<file path="config.mk">
export PLATFORM = sky130hd
export DESIGN_NAME = inbuf
export DESIGN_NICKNAME = d
export VERILOG_FILES = /design/src/rtl/inbuf_pkg.sv /design/src/rtl/inbuf_fifo.sv /design/src/rtl/inbuf.sv
export SDC_FILE = /design/constraint.sdc
export NUM_CORES = 1
export LEC_CHECK = 0
export CELL_PAD_IN_SITES_DETAIL_PLACEMENT = 1
export CELL_PAD_IN_SITES_GLOBAL_PLACEMENT = 2
export CORE_ASPECT_RATIO = 1.4
export CORE_MARGIN = 2
export CORE_UTILIZATION = 40
export CTS_CLUSTER_SIZE = 20
export DETAILED_ROUTE_END_ITERATION = 8
export GPL_TIMING_DRIVEN = 0
export PLACE_DENSITY = 0.84
export SYNTH_ARGS = -nofsm -noshare
export SYNTH_HDL_FRONTEND = slang
export SYNTH_SLANG_ARGS = --single-unit
</file>
<file path="constraint.sdc">
create_clock -name clk -period 7.9 [get_ports clk]
set_input_delay 2.37 -clock clk [delete_from_list [all_inputs] [get_ports clk]]
set_output_delay 2.37 -clock clk [all_outputs]
set_load 0.02 [all_outputs]
</file>
<file path="src/rtl/inbuf_pkg.sv">
// Shared constants for the ingress buffer: assert/negate levels, FSM encodings, destination width.
package inbuf_pkg;

    localparam logic ASSERT = 1'b1;
    localparam logic NEGATE = 1'b0;

    localparam int DEST_W = 2;

    typedef enum logic [1:0] {
        INBUF_IDLE    = 2'd0,
        INBUF_ACTIVE  = 2'd1,
        INBUF_RELEASE = 2'd2
    } inbuf_state_e;

    function automatic logic [3:0] dest_onehot(input logic [DEST_W-1:0] dest);
        return 4'b0001 << dest;
    endfunction

endpackage

</file>
<file path="src/rtl/inbuf_fifo.sv">
// Flit FIFO: storage of {last, data}, extra-MSB pointers for full/empty.
// Pushed entry is visible at the head one cycle later; push ignored when full, pop ignored when empty.
module inbuf_fifo #(
    parameter int DATA_W = 16,
    parameter int DEPTH  = 8
) (
    input  logic            clk,
    input  logic            rst,
    input  logic            push,
    input  logic [DATA_W:0] push_dat,
    input  logic            pop,
    output logic [DATA_W:0] head_dat,
    output logic            full,
    output logic            empty
);
    import inbuf_pkg::*;

    localparam int AW = $clog2(DEPTH);
    localparam int PW = AW + 1;

    logic [DATA_W:0] mem_q [DEPTH];
    logic [PW-1:0]   wr_ptr_q, wr_ptr_d;
    logic [PW-1:0]   rd_ptr_q, rd_ptr_d;
    logic            push_ok, pop_ok;

    assign full     = (wr_ptr_q[AW] != rd_ptr_q[AW]) && (wr_ptr_q[AW-1:0] == rd_ptr_q[AW-1:0]);
    assign empty    = (wr_ptr_q == rd_ptr_q);
    assign push_ok  = push & ~full;
    assign pop_ok   = pop & ~empty;
    assign head_dat = mem_q[rd_ptr_q[AW-1:0]];

    always_comb begin
        wr_ptr_d = wr_ptr_q + PW'(push_ok);
        rd_ptr_d = rd_ptr_q + PW'(pop_ok);
    end

    always_ff @(posedge clk) begin
        if (rst) begin
            wr_ptr_q <= '0;
            rd_ptr_q <= '0;
        end else begin
            wr_ptr_q <= wr_ptr_d;
            rd_ptr_q <= rd_ptr_d;
        end
    end

    // Storage needs no reset: the pointers define which entries are live.
    always_ff @(posedge clk) begin
        if (push_ok == ASSERT) begin
            mem_q[wr_ptr_q[AW-1:0]] <= push_dat;
        end
    end

endmodule

</file>
<file path="src/rtl/inbuf.sv">
// Ingress buffer: queues flits, latches header dest, holds one arbiter request and forwards on ack.
// Header at head -> req next cycle; flits leave 1/cycle while ack[dest] high. INBUF_CUT_THROUGH_EN selects cut-through.
module inbuf #(
    parameter int DATA_W   = 16,
    parameter int DEPTH    = 8,
    parameter int DEST_LSB = 0
) (
    input  logic              clk,
    input  logic              rst,
    input  logic [DATA_W-1:0] idata,
    input  logic              ilast,
    input  logic              ivalid,
    output logic              iready,
    output logic              req0,
    output logic              req1,
    output logic              req2,
    output logic              req3,
    input  logic              ack0,
    input  logic              ack1,
    input  logic              ack2,
    input  logic              ack3,
    output logic [DATA_W-1:0] odata,
    output logic              olast,
    output logic              ovalid
);
    import inbuf_pkg::*;

    inbuf_state_e      state_q, state_d;
    logic [DEST_W-1:0] dest_q, dest_d;
    logic [3:0]        req_q, req_d;
    logic [3:0]        ack_vec;
    logic [DATA_W:0]   head_dat;
    logic              head_last;
    logic              full, empty, push, pop, eligible;

    assign ack_vec   = {ack3, ack2, ack1, ack0};
    assign head_last = head_dat[DATA_W];
    assign push      = ivalid & ~full;
    assign iready    = full ? NEGATE : ASSERT;
    assign pop       = (state_q == INBUF_ACTIVE) & ack_vec[dest_q] & ~empty;

    assign ovalid = pop;
    assign odata  = pop ? head_dat[DATA_W-1:0] : '0;
    assign olast  = pop & head_last;
    assign {req3, req2, req1, req0} = req_q;

    inbuf_fifo #(
        .DATA_W (DATA_W),
        .DEPTH  (DEPTH)
    ) u_fifo (
        .clk      (clk),
        .rst      (rst),
        .push     (push),
        .push_dat ({ilast, idata}),
        .pop      (pop),
        .head_dat (head_dat),
        .full     (full),
        .empty    (empty)
    );

`ifdef INBUF_CUT_THROUGH_EN
    assign eligible = ~empty;
`else
    localparam int CNT_W = $clog2(DEPTH) + 1;

    logic [CNT_W-1:0] pkt_cnt_q, pkt_cnt_d;

    // Count of tails currently stored: a packet may only start once it is entirely buffered.
    always_comb begin
        pkt_cnt_d = pkt_cnt_q + CNT_W'(push & ilast) - CNT_W'(pop & head_last);
    end

    always_ff @(posedge clk) begin
        if (rst) begin
            pkt_cnt_q <= '0;
        end else begin
            pkt_cnt_q <= pkt_cnt_d;
        end
    end

    assign eligible = (pkt_cnt_q != '0);
`endif

    // In IDLE the head is always a header: we only return there after popping a tail.
    always_comb begin
        state_d = state_q;
        dest_d  = dest_q;
        req_d   = req_q;
        case (state_q)
            INBUF_IDLE: begin
                if (eligible) begin
                    state_d = INBUF_ACTIVE;
                    dest_d  = head_dat[DEST_LSB +: DEST_W];
                    req_d   = dest_onehot(head_dat[DEST_LSB +: DEST_W]);
                end
            end
            INBUF_ACTIVE: begin
                if (pop && head_last) begin
                    state_d = INBUF_RELEASE;
                    req_d   = {4{NEGATE}};
                end
            end
            INBUF_RELEASE: begin
                state_d = INBUF_IDLE;
            end
            default: begin
                state_d = INBUF_IDLE;
                req_d   = {4{NEGATE}};
            end
        endcase
    end

    always_ff @(posedge clk) begin
        if (rst) begin
            state_q <= INBUF_IDLE;
            dest_q  <= '0;
            req_q   <= '0;
        end else begin
            state_q <= state_d;
            dest_q  <= dest_d;
            req_q   <= req_d;
        end
    end

endmodule

</file>
==> results.txt <==
The first global-routing pass estimated ~21000 µm of wire. Setup repair after global routing left no endpoint under its margin. The share of flip-flops with an asynchronous set or reset after synthesis came out at 0%. The number of non-filler instances in the completed layout came out at ~620. The routability-driven placement congestion ratio came out at 0.6900.

The register clock-pin slew on the reported worst setup and hold paths came out at approximately 0.06 ns. The number of placement rows is 54. Cells with a size suffix above 1 make up 21.08% of the layout. The reg-to-reg endpoint is u_fifo.rd_ptr_q[1]. The core region is about 0.015 mm². The buffer count from post-CTS setup fixing came out at 0. During placement, the flow inserted port buffers numbering 46. In the layout the commonest cells are edfxtp_1 (136), clkdlybuf4s50_1 (46), mux4_2 (34). Once detail routing completed, the nets flagged for antenna violations numbered 0. The leakage dissipation is between 2 and 2.5 nW.

The highest attainable clock frequency came out at 0.1394 GHz. During synthesis, Yosys emitted a total of 0 warnings. In this run, post-CTS repair resized a total of 0 instances. The number of enable-type register cells in the synthesized netlist is 136. The gate count of the mapped netlist is about 340. The slew of the pin with the lowest slew margin is ~0.96 ns. The source of the worst hold timing path is req_q[3].

The post-synthesis sequential area ratio is approximately 72%. In this run the critical register-to-register path is launched from u_fifo.wr_ptr_q[2]. The largest family of logic cells by synthesized area is multiplexers. The top-level I/O count came out at 47.

The post-synthesis register bit count came out at about 160. The average wire per cell in the routed design is ~22 µm. In this run the worst hold path is classified as register to register.

Entering global routing, the biggest net connects 17 pins. Summing over every cut layer, the via total after detailed routing is ~3300. Across the run, the number of max-cap violations was 0. The clock buffer count from CTS is 17. The worst path in the final design needs a cycle of a little over 7 ns, including I/O delays and setup. Summing the areas of all fa, ha and maj instances in the mapped netlist gives 2.128% of the synthesized area.

The vertical die dimension came out at 151.7 µm. Global routing finished with a remaining overflow of 0. Using the TritonRoute via totals, the vias-per-cell ratio works out to 5.343. Power spread over the standard cell area amounts to 267.4 mW/mm². After legalization and detailed placement, the total HPWL measured 9134 µm. STA classifies the critical path startpoint as an input port.

The net count after synthesis came out at approximately 370. The flow ran to the end, and the final reports show no timing, DRC or antenna violations. The antenna cell count came out at 0. The clock tree buffer depth is 2. The final routed DRC violation total is 0. The total placed cells including tap cells is 591.

The sum of negative setup slack is 0 ns. The relative contribution of combinational cells to total power came out at between 10 and 15%. The H-tree was split into 4 levels.

The initial cell density of the core came out at about two fifths. In this run switching power makes up 24.12% of total power. The data required time at the worst endpoint came out at between 5 and 6 ns. The mean post-synth cell area is between 15 and 20 µm². The number of nets in the layout is between 400 and 500. Counting instances, the worst hold path has a depth of 2. The setup skew after layout is 0.01042 ns. The fill cell instance count of the final layout came out at roughly 1500. The cell count of the worst reg-to-reg path is 9. The area of the die came out at about 0.017 mm². The via count of the first global-routing pass came out at between 3000 and 4000. The worst-skew pair later-pin latency is roughly 0.42 ns. The peak supply drop came out at 152.4 µV. The synthesized-area fraction occupied by ao, oa, aoi and oai cells came out at about 1.5%. The global-route total usage across every layer came out at roughly 18%.

The final cycle utilization of the critical path is about nine tenths. The synthesized netlist devotes under 10% of its cell area to simple gates. Setup violations remaining at the end of the flow were counted as 0. The share of cell area taken by muxes after synthesis came out at 16.00%.

The clock share of power came out at roughly two fifths. The count of endpoints failing hold in the final timing report is 0. The first-pass detailed-route iteration total is 4. The critical path data arrival time came out at between 4 and 5 ns. Summed over all layers, the routed wires come to around 14000 µm. The count of unique library cells instantiated by Yosys came out at 36.

The initial antenna violation count came out at 0. The path with the worst hold slack has its endpoint at req_q[3]. Leaving out fill and tap cells, the most frequent cell in the layout is edfxtp_1. From synthesis to final layout, the design area changed by 24.53%.

Sequential cells account for between 40 and 50% of the total power. The worst setup path is captured at an output port. The width of the chip is 109.5 µm. Buffers inserted to repair hold after CTS numbered 0.

The TritonCTS clock tree is built. The cell sitting at the root of the clock tree is a clkbuf_16. The slack of the worst reg-to-reg path is 4.77 ns. Along the worst path, the maximum fanout reaches 10. The switching power total came out at approximately 0.5 mW.

The max-slew headroom at the worst pin came out at a little over a third. The post-synthesis instance area is between 0.006 and 0.007 mm². The prevailing post-synth register cell is edfxtp_1. The kind of critical path is input port to output port. In the final layout, the multi-input gates occupy between 0.0015 and 0.002 mm². The initial detailed-routing violation count came out at 210.

The register cell area after layout came out at 0.004484 mm². The number of sinks handled by clock tree synthesis came out at between 150 and 200. The total internal power is 1.575 mW.

The share of the synthesized netlist area taken by xor and xnor gates is around 1.4%. The max-slew violation total from the final report came out at 0.
## stage by stage
step | area, µm² | total power [mW] | util [%] | hold WS (ns) | setup WS [ns]
detailed placement | 7161 | 1.269 | 46.48 | 0.4664 | 0.6976
CTS | 7761 | 2.095 | 50.38 | 0.4838 | 0.6875
floorplan | 6232 | 1.160 | - | 0.4832 | 2.178
global placement | 6938 | 1.249 | 45.04 | 0.4643 | 0.7471
global route | 7761 | 2.154 | 50.38 | 0.4998 | 0.5687
finish | 7761 | 2.075 | 50.38 | 0.4801 | 0.7258
## worst max-delay path, stage by stage
cell,delay (ns)
clkdlybuf4s50_1,0.40
mux2i_1,0.14
o22ai_1,0.12
o21ai_1,0.47
clkbuf_1,0.56
nor2_1,0.16
clkdlybuf4s50_1,0.58
## flip-flops by register name, indices dropped and copies added, names as in the netlist
name	flops
u_fifo.mem_q	136
req_q	4
dest_q	2
u_fifo.wr_ptr_q	4
state_q	2
u_fifo.rd_ptr_q	4
pkt_cnt_q	4
## kinds of logic (layout without fill, tap and decap cells)
group | Yosys count | after routing
multiplexers | 57 | 57
XOR/XNOR | 10 | 10
AND/OR/NAND/NOR | 68 | 68
flip-flops | 156 | 156
adder cells (fa/ha/maj) | 10 | 10
AO/OA/AOI/OAI | 14 | 14
buffers and inverters | 24 | 112
## cell type report
cell class	count	area share (%)
inverter	9	0.4353
timing repair buffer	56	8.480
tap	196	3.160
sequential	156	57.78
multi-input combinational	159	21.57
clock inverter	13	2.160
clock buffer	19	5.578
buffer	15	0.8383
## worst max-delay path by stage
stage | slack (ns) | startpoint | end
after floorplan | 2.18 | ack1 | odata[10]
after global placement | 0.75 | ack1 | odata[13]
after detailed placement | 0.70 | ack3 | odata[7]
after CTS | 0.69 | ack3 | odata[7]
after global routing | 0.57 | ack1 | odata[9]
final | 0.73 | ack3 | odata[9]
## per-layer routing
layer,vias to the layer above,wire length (µm),GRT usage [%]
li1,1486,-,-
met1,1744,5540,22.15
met2,86,7329,31.17
met3,13,575,4.063
met4,0,187,6.392
met5,-,0,0
## power by group through the flow
stage / sequential, mW / combinational (mW) / clock [mW]
global placement: 0.966 / 0.282 / 0
floorplan: 0.967 / 0.193 / 0
detailed placement: 0.969 / 0.300 / 0
finish: 0.951 / 0.296 / 0.829
global route: 0.954 / 0.326 / 0.875
CTS: 0.951 / 0.303 / 0.840
## Yosys cell counts, drive strengths merged, types with 2 or more instances
cell	n	area share, %
xnor2	6	0.84
nor2b	5	0.50
mux2i	22	3.5
nand3	4	0.32
nor2	31	1.9
nor3b	4	0.48
ha	9	1.8
o21ai	6	0.48
buf	9	0.68
inv	9	0.54
mux4	34	12
nand2	5	0.30
xor2	4	0.56
a211oi	2	0.24
edfxtp	136	66
nor3	5	0.40
nand2b	7	0.70
clkbuf	6	0.36
dfxtp	20	6.4
and3b	2	0.28
No activity file was read; power rests on OpenSTA's default activity.
